==> src/rtl/hbm_tg_pkg.sv <==
// Shared types and AXI constants for the HBM AXI traffic master.
package hbm_tg_pkg;

    localparam int unsigned DATA_W     = 512;
    localparam int unsigned ADDR_W     = 64;
    localparam int unsigned STRB_W     = DATA_W / 8;
    localparam int unsigned ID_W       = 4;
    localparam int unsigned PAT_W      = 32;
    localparam int unsigned PAGE_BEATS = 64;

    localparam logic [2:0] AXI_SIZE_64B      = 3'b110;
    localparam logic [1:0] AXI_BURST_INCR    = 2'b01;
    localparam logic [1:0] AXI_RESP_OKAY     = 2'b00;
    localparam logic [3:0] AXI_CACHE_DEFAULT = 4'b0011;

    typedef enum logic [2:0] {
        ST_IDLE,
        ST_AW,
        ST_W,
        ST_B,
        ST_AR,
        ST_R,
        ST_DONE
    } state_e;

    // Latched burst request, shared by AW and AR
    typedef struct packed {
        logic [ADDR_W-1:0] addr;
        logic [7:0]        len;
    } ax_req_t;

endpackage

==> src/rtl/hbm_axi_traffic_master_if.sv <==
// AXI4 bus between the traffic master and the HBM S00_AXI slave port.
interface hbm_axi_traffic_master_if;
    import hbm_tg_pkg::*;

    logic [ID_W-1:0]   awid;
    logic [ADDR_W-1:0] awaddr;
    logic [7:0]        awlen;
    logic [2:0]        awsize;
    logic [1:0]        awburst;
    logic              awlock;
    logic [3:0]        awcache;
    logic [2:0]        awprot;
    logic [3:0]        awqos;
    logic [31:0]       awuser;
    logic              awvalid;
    logic              awready;

    logic [DATA_W-1:0] wdata;
    logic [STRB_W-1:0] wstrb;
    logic              wlast;
    logic [63:0]       wuser;
    logic              wvalid;
    logic              wready;

    logic [ID_W-1:0]   bid;
    logic [1:0]        bresp;
    logic              bvalid;
    logic              bready;

    logic [ID_W-1:0]   arid;
    logic [ADDR_W-1:0] araddr;
    logic [7:0]        arlen;
    logic [2:0]        arsize;
    logic [1:0]        arburst;
    logic              arlock;
    logic [3:0]        arcache;
    logic [2:0]        arprot;
    logic [3:0]        arqos;
    logic [31:0]       aruser;
    logic              arvalid;
    logic              arready;

    logic [ID_W-1:0]   rid;
    logic [DATA_W-1:0] rdata;
    logic [1:0]        rresp;
    logic              rlast;
    logic              rvalid;
    logic              rready;

    modport master (
        output awid, awaddr, awlen, awsize, awburst, awlock, awcache, awprot, awqos, awuser, awvalid,
        input  awready,
        output wdata, wstrb, wlast, wuser, wvalid,
        input  wready,
        input  bid, bresp, bvalid,
        output bready,
        output arid, araddr, arlen, arsize, arburst, arlock, arcache, arprot, arqos, aruser, arvalid,
        input  arready,
        input  rid, rdata, rresp, rlast, rvalid,
        output rready
    );

    modport slave (
        input  awid, awaddr, awlen, awsize, awburst, awlock, awcache, awprot, awqos, awuser, awvalid,
        output awready,
        input  wdata, wstrb, wlast, wuser, wvalid,
        output wready,
        output bid, bresp, bvalid,
        input  bready,
        input  arid, araddr, arlen, arsize, arburst, arlock, arcache, arprot, arqos, aruser, arvalid,
        output arready,
        output rid, rdata, rresp, rlast, rvalid,
        input  rready
    );

endinterface

==> src/rtl/hbm_tg_pattern_gen.sv <==
// Beat data generator: the seed plus beat index, replicated across the data bus.
module hbm_tg_pattern_gen
    import hbm_tg_pkg::*;
(
    input  logic [PAT_W-1:0]  seed,
    input  logic [7:0]        beat,
    output logic [DATA_W-1:0] data_c
);

    logic [PAT_W-1:0] word;

    assign word   = seed + PAT_W'(beat);
    assign data_c = {(DATA_W / PAT_W){word}};

endmodule

==> src/rtl/hbm_axi_traffic_master.sv <==
// Single-burst write/read-back/compare AXI4 initiator for HBM bring-up and BIST.
module hbm_axi_traffic_master
    import hbm_tg_pkg::*;
#(
    parameter logic [ID_W-1:0] AXI_ID         = 4'h0,
    parameter int unsigned     MAX_BEATS      = 64,
    parameter int unsigned     TIMEOUT_CYCLES = 4096
) (
    input  logic                      aclk_0,
    input  logic                      aresetn_0,
    input  logic                      start_i,
    input  logic [ADDR_W-1:0]         base_addr_i,
    input  logic [8:0]                num_beats_i,
    input  logic [31:0]               seed_i,
    output logic                      busy_o,
    output logic                      done_o,
    output logic                      err_cfg_o,
    output logic                      err_resp_o,
    output logic                      err_proto_o,
    output logic                      timeout_o,
    output logic [15:0]               mismatch_cnt_o,
    output logic [7:0]                first_bad_beat_o,
    hbm_axi_traffic_master_if.master  m00_axi
);

    localparam int unsigned TMO_W = $clog2(TIMEOUT_CYCLES + 1);

    state_e             state_q, state_d;
    ax_req_t            req_q, req_d;
    logic [PAT_W-1:0]   seed_q, seed_d;
    logic [7:0]         beat_q, beat_d;
    logic [TMO_W-1:0]   tmo_q, tmo_d;
    logic [DATA_W-1:0]  pat_q, pat_d;
    logic               err_cfg_d, err_resp_d, err_proto_d, timeout_d;
    logic [15:0]        mis_d;
    logic [7:0]         first_bad_d;
    logic               awvalid_q, wvalid_q, wlast_q, bready_q, arvalid_q, rready_q;
    logic               hs, last_beat, cfg_bad;
    logic               unused_addr_lsb;

    assign unused_addr_lsb = ^base_addr_i[5:0];

    // Reject empty, oversized or 4 KB-crossing bursts before any traffic
    assign cfg_bad = (num_beats_i == 9'd0) || (num_beats_i > 9'(MAX_BEATS)) ||
                     ((10'(base_addr_i[11:6]) + 10'(num_beats_i)) > 10'(PAGE_BEATS));
    assign last_beat = (beat_q == req_q.len);

    // pat_q always holds the pattern for beat_q: W data and the R compare reference
    hbm_tg_pattern_gen u_pattern_gen (
        .seed   (seed_d),
        .beat   (beat_d),
        .data_c (pat_d)
    );

    always_comb begin
        state_d     = state_q;
        req_d       = req_q;
        seed_d      = seed_q;
        beat_d      = beat_q;
        tmo_d       = tmo_q;
        err_cfg_d   = err_cfg_o;
        err_resp_d  = err_resp_o;
        err_proto_d = err_proto_o;
        timeout_d   = timeout_o;
        mis_d       = mismatch_cnt_o;
        first_bad_d = first_bad_beat_o;
        hs          = 1'b0;

        case (state_q)
            ST_IDLE: begin
                if (start_i) begin
                    req_d.addr  = {base_addr_i[ADDR_W-1:6], 6'b0};
                    req_d.len   = 8'(num_beats_i - 9'd1);
                    seed_d      = seed_i;
                    beat_d      = 8'd0;
                    err_cfg_d   = cfg_bad;
                    err_resp_d  = 1'b0;
                    err_proto_d = 1'b0;
                    timeout_d   = 1'b0;
                    mis_d       = 16'd0;
                    first_bad_d = 8'hFF;
                    state_d     = cfg_bad ? ST_DONE : ST_AW;
                end
            end
            ST_AW: begin
                if (awvalid_q && m00_axi.awready) begin
                    hs      = 1'b1;
                    state_d = ST_W;
                end
            end
            ST_W: begin
                if (wvalid_q && m00_axi.wready) begin
                    hs = 1'b1;
                    if (last_beat) begin
                        beat_d  = 8'd0;
                        state_d = ST_B;
                    end else begin
                        beat_d = beat_q + 8'd1;
                    end
                end
            end
            ST_B: begin
                if (bready_q && m00_axi.bvalid) begin
                    hs = 1'b1;
                    if (m00_axi.bresp != AXI_RESP_OKAY) err_resp_d = 1'b1;
                    if (m00_axi.bid != AXI_ID)          err_proto_d = 1'b1;
                    state_d = ST_AR;
                end
            end
            ST_AR: begin
                if (arvalid_q && m00_axi.arready) begin
                    hs      = 1'b1;
                    beat_d  = 8'd0;
                    state_d = ST_R;
                end
            end
            ST_R: begin
                if (rready_q && m00_axi.rvalid) begin
                    hs = 1'b1;
                    if (m00_axi.rdata != pat_q) begin
                        if (mismatch_cnt_o != 16'hFFFF) mis_d = mismatch_cnt_o + 16'd1;
                        if (first_bad_beat_o == 8'hFF)  first_bad_d = beat_q;
                    end
                    if (m00_axi.rresp != AXI_RESP_OKAY) err_resp_d = 1'b1;
                    if ((m00_axi.rid != AXI_ID) || (m00_axi.rlast != last_beat)) err_proto_d = 1'b1;
                    if (last_beat) begin
                        beat_d  = 8'd0;
                        state_d = ST_DONE;
                    end else begin
                        beat_d = beat_q + 8'd1;
                    end
                end
            end
            ST_DONE: state_d = ST_IDLE;
            default: state_d = ST_IDLE;
        endcase

        // Stall watchdog: flags only, the transaction is never abandoned
        if ((state_d != state_q) || hs || (state_q == ST_IDLE) || (state_q == ST_DONE)) begin
            tmo_d = '0;
        end else begin
            if (tmo_q != TMO_W'(TIMEOUT_CYCLES))     tmo_d = tmo_q + TMO_W'(1);
            if (tmo_q == TMO_W'(TIMEOUT_CYCLES - 1)) timeout_d = 1'b1;
        end
    end

    always_ff @(posedge aclk_0) begin
        if (!aresetn_0) begin
            state_q          <= ST_IDLE;
            req_q            <= '0;
            seed_q           <= '0;
            beat_q           <= '0;
            tmo_q            <= '0;
            pat_q            <= '0;
            busy_o           <= 1'b0;
            done_o           <= 1'b0;
            err_cfg_o        <= 1'b0;
            err_resp_o       <= 1'b0;
            err_proto_o      <= 1'b0;
            timeout_o        <= 1'b0;
            mismatch_cnt_o   <= '0;
            first_bad_beat_o <= 8'hFF;
            awvalid_q        <= 1'b0;
            wvalid_q         <= 1'b0;
            wlast_q          <= 1'b0;
            bready_q         <= 1'b0;
            arvalid_q        <= 1'b0;
            rready_q         <= 1'b0;
        end else begin
            state_q          <= state_d;
            req_q            <= req_d;
            seed_q           <= seed_d;
            beat_q           <= beat_d;
            tmo_q            <= tmo_d;
            pat_q            <= pat_d;
            busy_o           <= state_d inside {ST_AW, ST_W, ST_B, ST_AR, ST_R};
            done_o           <= (state_d == ST_DONE);
            err_cfg_o        <= err_cfg_d;
            err_resp_o       <= err_resp_d;
            err_proto_o      <= err_proto_d;
            timeout_o        <= timeout_d;
            mismatch_cnt_o   <= mis_d;
            first_bad_beat_o <= first_bad_d;
            awvalid_q        <= (state_d == ST_AW);
            wvalid_q         <= (state_d == ST_W);
            wlast_q          <= (state_d == ST_W) && (beat_d == req_d.len);
            bready_q         <= (state_d == ST_B);
            arvalid_q        <= (state_d == ST_AR);
            rready_q         <= (state_d == ST_R);
        end
    end

    assign m00_axi.awid    = AXI_ID;
    assign m00_axi.awaddr  = req_q.addr;
    assign m00_axi.awlen   = req_q.len;
    assign m00_axi.awsize  = AXI_SIZE_64B;
    assign m00_axi.awburst = AXI_BURST_INCR;
    assign m00_axi.awlock  = 1'b0;
    assign m00_axi.awcache = AXI_CACHE_DEFAULT;
    assign m00_axi.awprot  = 3'b000;
    assign m00_axi.awqos   = 4'h0;
    assign m00_axi.awuser  = 32'h0;
    assign m00_axi.awvalid = awvalid_q;

    assign m00_axi.wdata   = pat_q;
    assign m00_axi.wstrb   = '1;
    assign m00_axi.wlast   = wlast_q;
    assign m00_axi.wuser   = 64'h0;
    assign m00_axi.wvalid  = wvalid_q;

    assign m00_axi.bready  = bready_q;

    assign m00_axi.arid    = AXI_ID;
    assign m00_axi.araddr  = req_q.addr;
    assign m00_axi.arlen   = req_q.len;
    assign m00_axi.arsize  = AXI_SIZE_64B;
    assign m00_axi.arburst = AXI_BURST_INCR;
    assign m00_axi.arlock  = 1'b0;
    assign m00_axi.arcache = AXI_CACHE_DEFAULT;
    assign m00_axi.arprot  = 3'b000;
    assign m00_axi.arqos   = 4'h0;
    assign m00_axi.aruser  = 32'h0;
    assign m00_axi.arvalid = arvalid_q;

    assign m00_axi.rready  = rready_q;

endmodule

==> src/flat_wrapper.sv <==
// flat-port wrapper written by rule: the top's interface ports become plain ports
module hbm_axi_traffic_master_flat import hbm_tg_pkg::*;
#(
    parameter logic [ID_W-1:0] AXI_ID         = 4'h0,
    parameter int unsigned     MAX_BEATS      = 64,
    parameter int unsigned     TIMEOUT_CYCLES = 4096
)
  (aclk_0, aresetn_0, start_i, base_addr_i, num_beats_i, seed_i, busy_o, done_o, err_cfg_o, err_resp_o, err_proto_o, timeout_o, mismatch_cnt_o, first_bad_beat_o, m00_axi_awid, m00_axi_awaddr, m00_axi_awlen, m00_axi_awsize, m00_axi_awburst, m00_axi_awlock, m00_axi_awcache, m00_axi_awprot, m00_axi_awqos, m00_axi_awuser, m00_axi_awvalid, m00_axi_awready, m00_axi_wdata, m00_axi_wstrb, m00_axi_wlast, m00_axi_wuser, m00_axi_wvalid, m00_axi_wready, m00_axi_bid, m00_axi_bresp, m00_axi_bvalid, m00_axi_bready, m00_axi_arid, m00_axi_araddr, m00_axi_arlen, m00_axi_arsize, m00_axi_arburst, m00_axi_arlock, m00_axi_arcache, m00_axi_arprot, m00_axi_arqos, m00_axi_aruser, m00_axi_arvalid, m00_axi_arready, m00_axi_rid, m00_axi_rdata, m00_axi_rresp, m00_axi_rlast, m00_axi_rvalid, m00_axi_rready);
  hbm_axi_traffic_master_if m00_axi_i ();
  input  logic aclk_0;
  input  logic aresetn_0;
  input  logic start_i;
  input  logic [ADDR_W-1:0] base_addr_i;
  input  logic [8:0] num_beats_i;
  input  logic [31:0] seed_i;
  output logic busy_o;
  output logic done_o;
  output logic err_cfg_o;
  output logic err_resp_o;
  output logic err_proto_o;
  output logic timeout_o;
  output logic [15:0] mismatch_cnt_o;
  output logic [7:0] first_bad_beat_o;
  output wire logic [$bits(m00_axi_i.awid)-1:0] m00_axi_awid;
  output wire logic [$bits(m00_axi_i.awaddr)-1:0] m00_axi_awaddr;
  output wire logic [$bits(m00_axi_i.awlen)-1:0] m00_axi_awlen;
  output wire logic [$bits(m00_axi_i.awsize)-1:0] m00_axi_awsize;
  output wire logic [$bits(m00_axi_i.awburst)-1:0] m00_axi_awburst;
  output wire logic [$bits(m00_axi_i.awlock)-1:0] m00_axi_awlock;
  output wire logic [$bits(m00_axi_i.awcache)-1:0] m00_axi_awcache;
  output wire logic [$bits(m00_axi_i.awprot)-1:0] m00_axi_awprot;
  output wire logic [$bits(m00_axi_i.awqos)-1:0] m00_axi_awqos;
  output wire logic [$bits(m00_axi_i.awuser)-1:0] m00_axi_awuser;
  output wire logic [$bits(m00_axi_i.awvalid)-1:0] m00_axi_awvalid;
  input wire logic [$bits(m00_axi_i.awready)-1:0] m00_axi_awready;
  output wire logic [$bits(m00_axi_i.wdata)-1:0] m00_axi_wdata;
  output wire logic [$bits(m00_axi_i.wstrb)-1:0] m00_axi_wstrb;
  output wire logic [$bits(m00_axi_i.wlast)-1:0] m00_axi_wlast;
  output wire logic [$bits(m00_axi_i.wuser)-1:0] m00_axi_wuser;
  output wire logic [$bits(m00_axi_i.wvalid)-1:0] m00_axi_wvalid;
  input wire logic [$bits(m00_axi_i.wready)-1:0] m00_axi_wready;
  input wire logic [$bits(m00_axi_i.bid)-1:0] m00_axi_bid;
  input wire logic [$bits(m00_axi_i.bresp)-1:0] m00_axi_bresp;
  input wire logic [$bits(m00_axi_i.bvalid)-1:0] m00_axi_bvalid;
  output wire logic [$bits(m00_axi_i.bready)-1:0] m00_axi_bready;
  output wire logic [$bits(m00_axi_i.arid)-1:0] m00_axi_arid;
  output wire logic [$bits(m00_axi_i.araddr)-1:0] m00_axi_araddr;
  output wire logic [$bits(m00_axi_i.arlen)-1:0] m00_axi_arlen;
  output wire logic [$bits(m00_axi_i.arsize)-1:0] m00_axi_arsize;
  output wire logic [$bits(m00_axi_i.arburst)-1:0] m00_axi_arburst;
  output wire logic [$bits(m00_axi_i.arlock)-1:0] m00_axi_arlock;
  output wire logic [$bits(m00_axi_i.arcache)-1:0] m00_axi_arcache;
  output wire logic [$bits(m00_axi_i.arprot)-1:0] m00_axi_arprot;
  output wire logic [$bits(m00_axi_i.arqos)-1:0] m00_axi_arqos;
  output wire logic [$bits(m00_axi_i.aruser)-1:0] m00_axi_aruser;
  output wire logic [$bits(m00_axi_i.arvalid)-1:0] m00_axi_arvalid;
  input wire logic [$bits(m00_axi_i.arready)-1:0] m00_axi_arready;
  input wire logic [$bits(m00_axi_i.rid)-1:0] m00_axi_rid;
  input wire logic [$bits(m00_axi_i.rdata)-1:0] m00_axi_rdata;
  input wire logic [$bits(m00_axi_i.rresp)-1:0] m00_axi_rresp;
  input wire logic [$bits(m00_axi_i.rlast)-1:0] m00_axi_rlast;
  input wire logic [$bits(m00_axi_i.rvalid)-1:0] m00_axi_rvalid;
  output wire logic [$bits(m00_axi_i.rready)-1:0] m00_axi_rready;
  assign m00_axi_awid = m00_axi_i.awid;
  assign m00_axi_awaddr = m00_axi_i.awaddr;
  assign m00_axi_awlen = m00_axi_i.awlen;
  assign m00_axi_awsize = m00_axi_i.awsize;
  assign m00_axi_awburst = m00_axi_i.awburst;
  assign m00_axi_awlock = m00_axi_i.awlock;
  assign m00_axi_awcache = m00_axi_i.awcache;
  assign m00_axi_awprot = m00_axi_i.awprot;
  assign m00_axi_awqos = m00_axi_i.awqos;
  assign m00_axi_awuser = m00_axi_i.awuser;
  assign m00_axi_awvalid = m00_axi_i.awvalid;
  assign m00_axi_i.awready = m00_axi_awready;
  assign m00_axi_wdata = m00_axi_i.wdata;
  assign m00_axi_wstrb = m00_axi_i.wstrb;
  assign m00_axi_wlast = m00_axi_i.wlast;
  assign m00_axi_wuser = m00_axi_i.wuser;
  assign m00_axi_wvalid = m00_axi_i.wvalid;
  assign m00_axi_i.wready = m00_axi_wready;
  assign m00_axi_i.bid = m00_axi_bid;
  assign m00_axi_i.bresp = m00_axi_bresp;
  assign m00_axi_i.bvalid = m00_axi_bvalid;
  assign m00_axi_bready = m00_axi_i.bready;
  assign m00_axi_arid = m00_axi_i.arid;
  assign m00_axi_araddr = m00_axi_i.araddr;
  assign m00_axi_arlen = m00_axi_i.arlen;
  assign m00_axi_arsize = m00_axi_i.arsize;
  assign m00_axi_arburst = m00_axi_i.arburst;
  assign m00_axi_arlock = m00_axi_i.arlock;
  assign m00_axi_arcache = m00_axi_i.arcache;
  assign m00_axi_arprot = m00_axi_i.arprot;
  assign m00_axi_arqos = m00_axi_i.arqos;
  assign m00_axi_aruser = m00_axi_i.aruser;
  assign m00_axi_arvalid = m00_axi_i.arvalid;
  assign m00_axi_i.arready = m00_axi_arready;
  assign m00_axi_i.rid = m00_axi_rid;
  assign m00_axi_i.rdata = m00_axi_rdata;
  assign m00_axi_i.rresp = m00_axi_rresp;
  assign m00_axi_i.rlast = m00_axi_rlast;
  assign m00_axi_i.rvalid = m00_axi_rvalid;
  assign m00_axi_rready = m00_axi_i.rready;
  hbm_axi_traffic_master #(.AXI_ID(AXI_ID), .MAX_BEATS(MAX_BEATS), .TIMEOUT_CYCLES(TIMEOUT_CYCLES)) u_core (.aclk_0(aclk_0), .aresetn_0(aresetn_0), .start_i(start_i), .base_addr_i(base_addr_i), .num_beats_i(num_beats_i), .seed_i(seed_i), .busy_o(busy_o), .done_o(done_o), .err_cfg_o(err_cfg_o), .err_resp_o(err_resp_o), .err_proto_o(err_proto_o), .timeout_o(timeout_o), .mismatch_cnt_o(mismatch_cnt_o), .first_bad_beat_o(first_bad_beat_o), .m00_axi(m00_axi_i));
endmodule
==> config.mk <==
export PLATFORM = sky130hd
export DESIGN_NAME = hbm_axi_traffic_master_flat
export DESIGN_NICKNAME = d
export VERILOG_FILES = /design/src/rtl/hbm_tg_pkg.sv /design/src/rtl/hbm_axi_traffic_master_if.sv /design/src/rtl/hbm_tg_pattern_gen.sv /design/src/rtl/hbm_axi_traffic_master.sv /design/src/flat_wrapper.sv
export SDC_FILE = /design/constraint.sdc
export NUM_CORES = 1
export LEC_CHECK = 0
export CORE_AREA = 2 2 604 606
export DETAILED_ROUTE_END_ITERATION = 16
export DIE_AREA = 0 0 606 608
export PLACE_DENSITY = 0.34
export SYNTH_ARGS = -nofsm -noshare
export SYNTH_HDL_FRONTEND = slang
export SYNTH_SLANG_ARGS = --single-unit
==> constraint.sdc <==
create_clock -name aclk_0 -period 7.4 [get_ports aclk_0]
set_input_delay 1.11 -clock aclk_0 [delete_from_list [all_inputs] [get_ports aclk_0]]
set_output_delay 1.11 -clock aclk_0 [all_outputs]
set_load 0.005 [all_outputs]
==> metrics, run 1 <==
most common cell after layout, fill and taps aside=clkdlybuf4s50_1; # placed instances=around 8000; Global Route Usage Sum=10.5%; layout cell share with drive strength beyond 1=4.42%; CTS Root Cell=clkbuf_16; Fin. Hold Viols=0; vias in the first global route=19155; Post-CTS Setup Repair Bufs=0; Total Nets Final=between 3000 and 4000; Core Rows=221; Filler Cells Inserted=between 40000 and 50000; overall power=4.63 mW; clock share of power=about a quarter; Post-CTS Hold Buffers=0; critical path arrival=5.62 ns; reg2reg start=u_core.state_q[2]; DP Wirelength=178000 um; internal power=2.88 mW; most frequent cells in the layout=1310 x clkdlybuf4s50_1, 246 x conb_1, 221 x nand2_1; Worst-path clk slew=0.09 ns; Synth top area share=31.2%; synth top area cells=buf_4 31%, dfxtp_1 20%, xor2_1 8.3%, mux2i_1 4.4%, nand2_1 4.4%; RSZ-0062 raised after global routing=false; f_max=191 MHz; core area=362000 um^2; routed vias=roughly 20000; Switching Share=37.7%; DRC viols=0; Die Footprint=368000 um^2; TritonCTS Buffers=25; sequential power share=30.0%; post-synthesis register bit count=190; Leak=11.6 nW; Final Skew=about 0.04 ns; routed vias/inst=2.50; # resized after CTS=0; area grow syn2layout=78.9%; FFs w/ async S/R, synth=0%; antenna violations before repair=210; Worst setup EP type=register; Logic pwr share=between 40% and 50%; Worst Tran Pin Value=about 1.2 ns; drt initial violations=996; largest net degree at the start of global routing=81; CP Max Fanout=19; H-tree depth=4; status=finished clean; R2R setup slack=2.17 ns; Gate Count Post-Synth=between 2000 and 2500; relative slew slack=21.3%; Worst IR Drop VDD=0.0980 mV; GRT overflow=0; min Tclk post-route=5.23 ns; Hold Path End=u_core.timeout_o; Switch Pwr=about 1.7 mW; pwr/cell area=136 nW/um^2; Final Cycle Share=70.7%; IO buf count=1311; Mapped Area=19100 um^2; Reg-to-Reg End=u_core.m00_axi.wdata[508]; Routed Antenna Nets=0; hold depth=2; syn avg cell area=7.68 um^2; GPL Wtd Cong=between 0.7 and 0.8; hold_ws=about 0.46 ns; Die Ht=roughly 610 um; Worst setup SP type=register; FF-to-FF path depth=15; post-synth top area cell=buf_4; hold path start=u_core.timeout_o; die width=606 um; first-pass GRT wire length=about 240000 um; kind of critical path=reg -> reg; sequential fraction of the synthesis area=roughly a fifth; Clock Sinks=190; total wire length=around 200000 um; Final setup viols=0; Post-synth EDFFs=0; CTS tree=yes; Avg WL per Cell=25.1 um; Final Max Slew Viols=0; Unique masters post-synth=68; top_reg_cell synth=dfxtp_1; # IOs=1564; post-route non-filler standard cell count=8066; CP required=7.79 ns; yosys warns=0; final setup TNS=0 ns; Max Root-Sink Buffers=3; max-cap violations=0; Hold Path Class=reg -> reg; DR pass1 iterations=5; Initial Util=roughly 5.3%; worst skew pair latency=0.53 ns
-- through the flow --
step	area, um^2	setup slack [ns]	util [%]
2_1_floorplan	20000	2.62	-
3_3_place_gp	33300	1.23	9.20
3_5_place_dp	33300	1.70	9.20
4_1_cts	34000	1.97	9.40
5_1_grt	34100	1.66	9.42
6_report	34100	2.17	9.43
-- cells in the mapped netlist (45+ instances only) --
| master | number |
|---|---|
| xnor2_1 | 45 |
| nand3_1 | 49 |
| or4_1 | 50 |
| a21oi_1 | 97 |
| nand2_1 | 221 |
| mux2i_1 | 83 |
| nor2_1 | 110 |
| clkbuf_1 | 59 |
| nand4_1 | 78 |
| nor3_1 | 99 |
| nor4_1 | 56 |
| dfxtp_1 | 190 |
| buf_4 | 793 |
| and3_1 | 83 |
| xor2_1 | 180 |
-- cell families (layout without fill, tap and decap cells) --
family,after synthesis,in the layout,share of synthesized area (%)
xor gates and xnor gates,225,225,10.3
buffers and inverters,904,1413,33.6
other,2,283,0.0394
muxes,86,86,4.54
AOI/OAI and AO/OA,225,225,7.34
and+or+nand+nor,829,829,22.7
adders and majority gates,21,21,1.46
DFF,190,190,20.0
-- per-layer routing --
layer / share of wire (%) / wire length, um / vias up / track usage, %
li1: - / - / 9019 / -
met1: 35 / 70300 / 9571 / 10.5
met2: 56 / 112000 / 1144 / 21.1
met3: 5.9 / 12000 / 418 / 2.28
met4: 3.6 / 7380 / 42 / 3.11
met5: 0.13 / 269 / - / 0
-- cell type report --
cell class	instances	area, um^2	share of cell area, %
sequential	190	3890	11.4
clock inverter	6	62.6	0.183
tap	4794	6000	17.6
multi-input combinational	1632	9840	28.8
clock buffer	27	653	1.92
timing repair buffer	1361	13500	39.6
inverter	19	76.3	0.224
antenna	37	92.6	0.272
-- power by group through the flow --
stage,clock network [mW],logic [mW],registers (mW)
2_1_floorplan,0,1.09,1.24
3_3_place_gp,0,2.12,1.43
3_5_place_dp,0,2.11,1.44
4_1_cts,1.26,2.12,1.42
5_1_grt,1.28,2.22,1.42
6_report,1.18,2.06,1.39
-- worst max-delay path by stage --
stage,startpoint,endpoint,slack (ns),depth (start not counted)
2_1_floorplan,start_i,u_core.m00_axi.wdata[506],2.62,18
3_3_place_gp,m00_axi_rdata[139],u_core.first_bad_beat_o[4],1.23,9
3_5_place_dp,m00_axi_rvalid,u_core.m00_axi.wdata[508],1.70,15
4_1_cts,u_core.state_q[2],u_core.m00_axi.wdata[508],1.97,15
5_1_grt,u_core.state_q[2],u_core.m00_axi.wdata[508],1.66,15
6_report,u_core.state_q[2],u_core.m00_axi.wdata[508],2.17,15
-- sequential cells by signal, summed over array words and instances (netlist names) --
signal                   flops
u_core.m00_axi.rready        1
u_core.first_bad_beat_o      8
u_core.state_q               3
u_core.seed_q               32
u_core.m00_axi.bready        1
u_core.m00_axi.wvalid        1
u_core.m00_axi.arlen         8
u_core.m00_axi.araddr       58
u_core.timeout_o             1
u_core.m00_axi.wlast         1
u_core.busy_o                1
u_core.err_cfg_o             1
u_core.m00_axi.wdata        32
u_core.m00_axi.awvalid       1
u_core.tmo_q                13
u_core.err_proto_o           1
u_core.done_o                1
u_core.mismatch_cnt_o       16
u_core.beat_q                8
u_core.err_resp_o            1
u_core.m00_axi.arvalid       1
-- worst max-delay path, stage by stage, from the launching register on --
cell and delay, ns:
dfxtp_1 0.77, and3b_2 0.52, nand3_1 0.11, buf_4 0.20
a22oi_1 0.70, a21oi_1 0.15, mux2i_1 0.30, ha_1 0.33
a21o_1 0.19, a21oi_1 0.28, o21bai_1 0.13, a2111o_1 0.53
nand4_1 0.46, nor3_1 0.14, xor2_1 0.19, nor2_1 0.05
No activity file was read; power rests on OpenSTA's default activity.
==> run 2: changes to the inputs <==
--- a/config.mk
+++ b/config.mk
@@ -5,9 +5,9 @@
 export SDC_FILE = /design/constraint.sdc
 export NUM_CORES = 1
 export LEC_CHECK = 0
-export CORE_AREA = 2 2 604 606
+export CORE_AREA = 2 2 605 607
 export DETAILED_ROUTE_END_ITERATION = 16
-export DIE_AREA = 0 0 606 608
+export DIE_AREA = 0 0 607 609
 export PLACE_DENSITY = 0.34
 export SYNTH_ARGS = -nofsm -noshare
 export SYNTH_HDL_FRONTEND = slang
==> constraint.sdc (replaced) <==
create_clock -name aclk_0 -period 4.44 [get_ports aclk_0]
set_input_delay 0.666 -clock aclk_0 [delete_from_list [all_inputs] [get_ports aclk_0]]
set_output_delay 0.666 -clock aclk_0 [all_outputs]
set_load 0.005 [all_outputs]
==> run 2 against run 1 <==
Effect of this change:
- via count rose by 0.66%
- first-iteration DRC count fell by 7.7%
- sequential cell count did not move
- clock skew fell by 0.0091 ns
- critical path depth fell by 2
- core utilization rose by 0.14 points
- clock power rose by 71%
- fmax rose by 24%
- critical endpoint is now u_core.first_bad_beat_o[2]
- largest cell class unchanged
==> metrics, run 2 (synthesized netlist as in run 1, its figures left out) <==
largest net degree at the start of global routing=84; Max Root-Sink Buffers=3; M1 WL=71600 um; final setup TNS=0 ns; Leak=11.9 nW; Largest register FFs=58; Avg WL per Cell=24.7 um; cell repeated most along the worst path=buf_4; max-cap violations=0; slowest stage delay, CP=0.69 ns; Initial Util=5.24%; antenna violations before repair=205; relative slew slack=24.3%; H-tree depth=4; Final Util=a little under a tenth; Total Nets Final=around 4000; Final Max Slew Viols=0; Switch Pwr=2.90 mW; Worst Tran Pin Value=1.13 ns; Routed Antenna Nets=0; die width=607 um; core area=~360000 um^2; Hold Path Class=reg -> reg; CP Max Fanout=15; DP Wirelength=177000 um; Worst-path clk slew=0.09 ns; status=finished clean; CP required=4.84 ns; CTS tree=yes; hold path start=u_core.seed_q[3]; f_max=237 MHz; min Tclk post-route=4.22 ns; overall power=7.82 mW; routed vias/inst=between 2 and 2.5; Die Ht=609 um; IO buf count=1311; # placed instances=a little over 8000; routed vias=20327; DR pass1 iterations=5; met2 wire length=around 110000 um; Top Family by Delay on Critical Path=simple AND/OR/NAND/NOR gates; total wire length=202000 um; Reg-to-Reg End=u_core.first_bad_beat_o[2]; Global Route Usage Sum=10.4%; GPL Wtd Cong=0.818; DRC viols=0; Post-CTS Setup Repair Bufs=0; crit-path cells=buf_4, buf_4, xor2_1, nor4_1, nand4_1, nor4_1, buf_4, and4_1, buf_12, and3_1, buf_12, a21oi_2, o32a_1; reg2reg start=u_core.m00_axi.wdata[487]; CTS Root Cell=clkbuf_16; most common cell after layout, fill and taps aside=clkdlybuf4s50_1; Final Cycle Share=95.0%; Post-CTS Hold Buffers=0; layout cell share with drive strength beyond 1=~6.4%; TritonCTS Buffers=25; Worst setup EP type=register; met3 WL post-DR=10800 um; clock share of power=25.9%; Clock Sinks=between 150 and 200; FF-to-FF path depth=13; area grow syn2layout=82.6%; top layer used by detailed routing=met5; Logic pwr share=roughly 44%; # IOs=1564; sequential power share=between 20 and 30%; Worst setup SP type=register; Core Rows=222; first-pass GRT wire length=roughly 240000 um; vias in the first global route=19221; Worst IR Drop VDD=0.211 mV; end of the critical path=u_core.first_bad_beat_o[2]; most frequent cells in the layout=1310 x clkdlybuf4s50_1, 246 x conb_1, 221 x nand2_1; CP bufs+invs=5; worst skew pair latency=between 0.5 and 0.6 ns; hold_ws=0.464 ns; GRT overflow=0; hold depth=2; Switching Share=a little under two fifths; R2R setup slack=between 0.2 and 0.25 ns; RSZ-0062 raised after global routing=false; Filler Cells Inserted=42289; Final Skew=0.0311 ns; area of the multi-input gates=about 10000 um^2; Die Footprint=370000 um^2; Worst path depth=13; internal power=4.92 mW; drt initial violations=919; slowest CP cell=nor4_1; Final setup viols=0; Fin. Hold Viols=0; pwr/cell area=roughly 220 nW/um^2; critical path arrival=4.62 ns; # resized after CTS=0; sequential cell area=3880 um^2; post-route non-filler standard cell count=8158; kind of critical path=reg -> reg; crit path launch=u_core.m00_axi.wdata[487]
==> run 2: changes by cell type in the layout (fill, tap and decap cells not counted), moves of 2 or more <==
cell and delta:
buf_4 +62, buf_12 +11, clkinv_2 -2, dfxtp_4 -2
==> run 2: through the flow <==
stage | worst slack, ns | cell area (um^2)
after floorplan | 0.102 | 20000
after global placement | -0.0301 | 34000
after detailed placement | -0.0223 | 34000
after CTS | 0.0260 | 34700
after global routing | 0.0112 | 34800
final | 0.221 | 34800
==> run 2: cell type report <==
type	instances	share of cell area, %
Tap cell	4816	17.3
Inverter	19	0.219
Antenna cell	36	0.259
Clock inverter	6	0.259
Sequential cell	190	11.2
Clock buffer	26	1.84
Multi-Input combinational cell	1632	28.2
Timing Repair Buffer	1433	40.7
==> run 2: metal layers <==
| metal | global-route usage [%] | up-vias |
|---|---|---|
| met4 | 2.60 | 42 |
| met3 | 1.92 | 424 |
| met1 | 10.6 | 9578 |
| li1 | - | 9164 |
| met2 | 21.1 | 1119 |
| met5 | 0 | - |
==> run 2: power by group through the flow <==
stage | combinational (mW) | sequential (mW) | clock (mW)
after global placement | 3.55 | 2.41 | 0
final | 3.47 | 2.33 | 2.02
after detailed placement | 3.55 | 2.41 | 0
after global routing | 3.75 | 2.37 | 2.19
after CTS | 3.57 | 2.38 | 2.16
after floorplan | 1.81 | 2.06 | 0
==> run 2: worst register-to-register path: stages, from the launching register on <==
cell and delay, ns:
dfxtp_4 0.62, buf_4 0.35, buf_4 0.45, xor2_1 0.15, nor4_1 0.19, nand4_1 0.18
nor4_1 0.69, buf_4 0.29, and4_1 0.27, buf_12 0.12, and3_1 0.20, buf_12 0.15
a21oi_2 0.13, o32a_1 0.30
==> run 2: worst min-delay path by stage <==
stage / endpoint / slack, ns
after floorplan: u_core.seed_q[0] / 0.44
after global placement: u_core.seed_q[5] / 0.45
after detailed placement: u_core.seed_q[2] / 0.46
after CTS: u_core.seed_q[2] / 0.47
after global routing: u_core.seed_q[7] / 0.50
final: u_core.seed_q[3] / 0.46
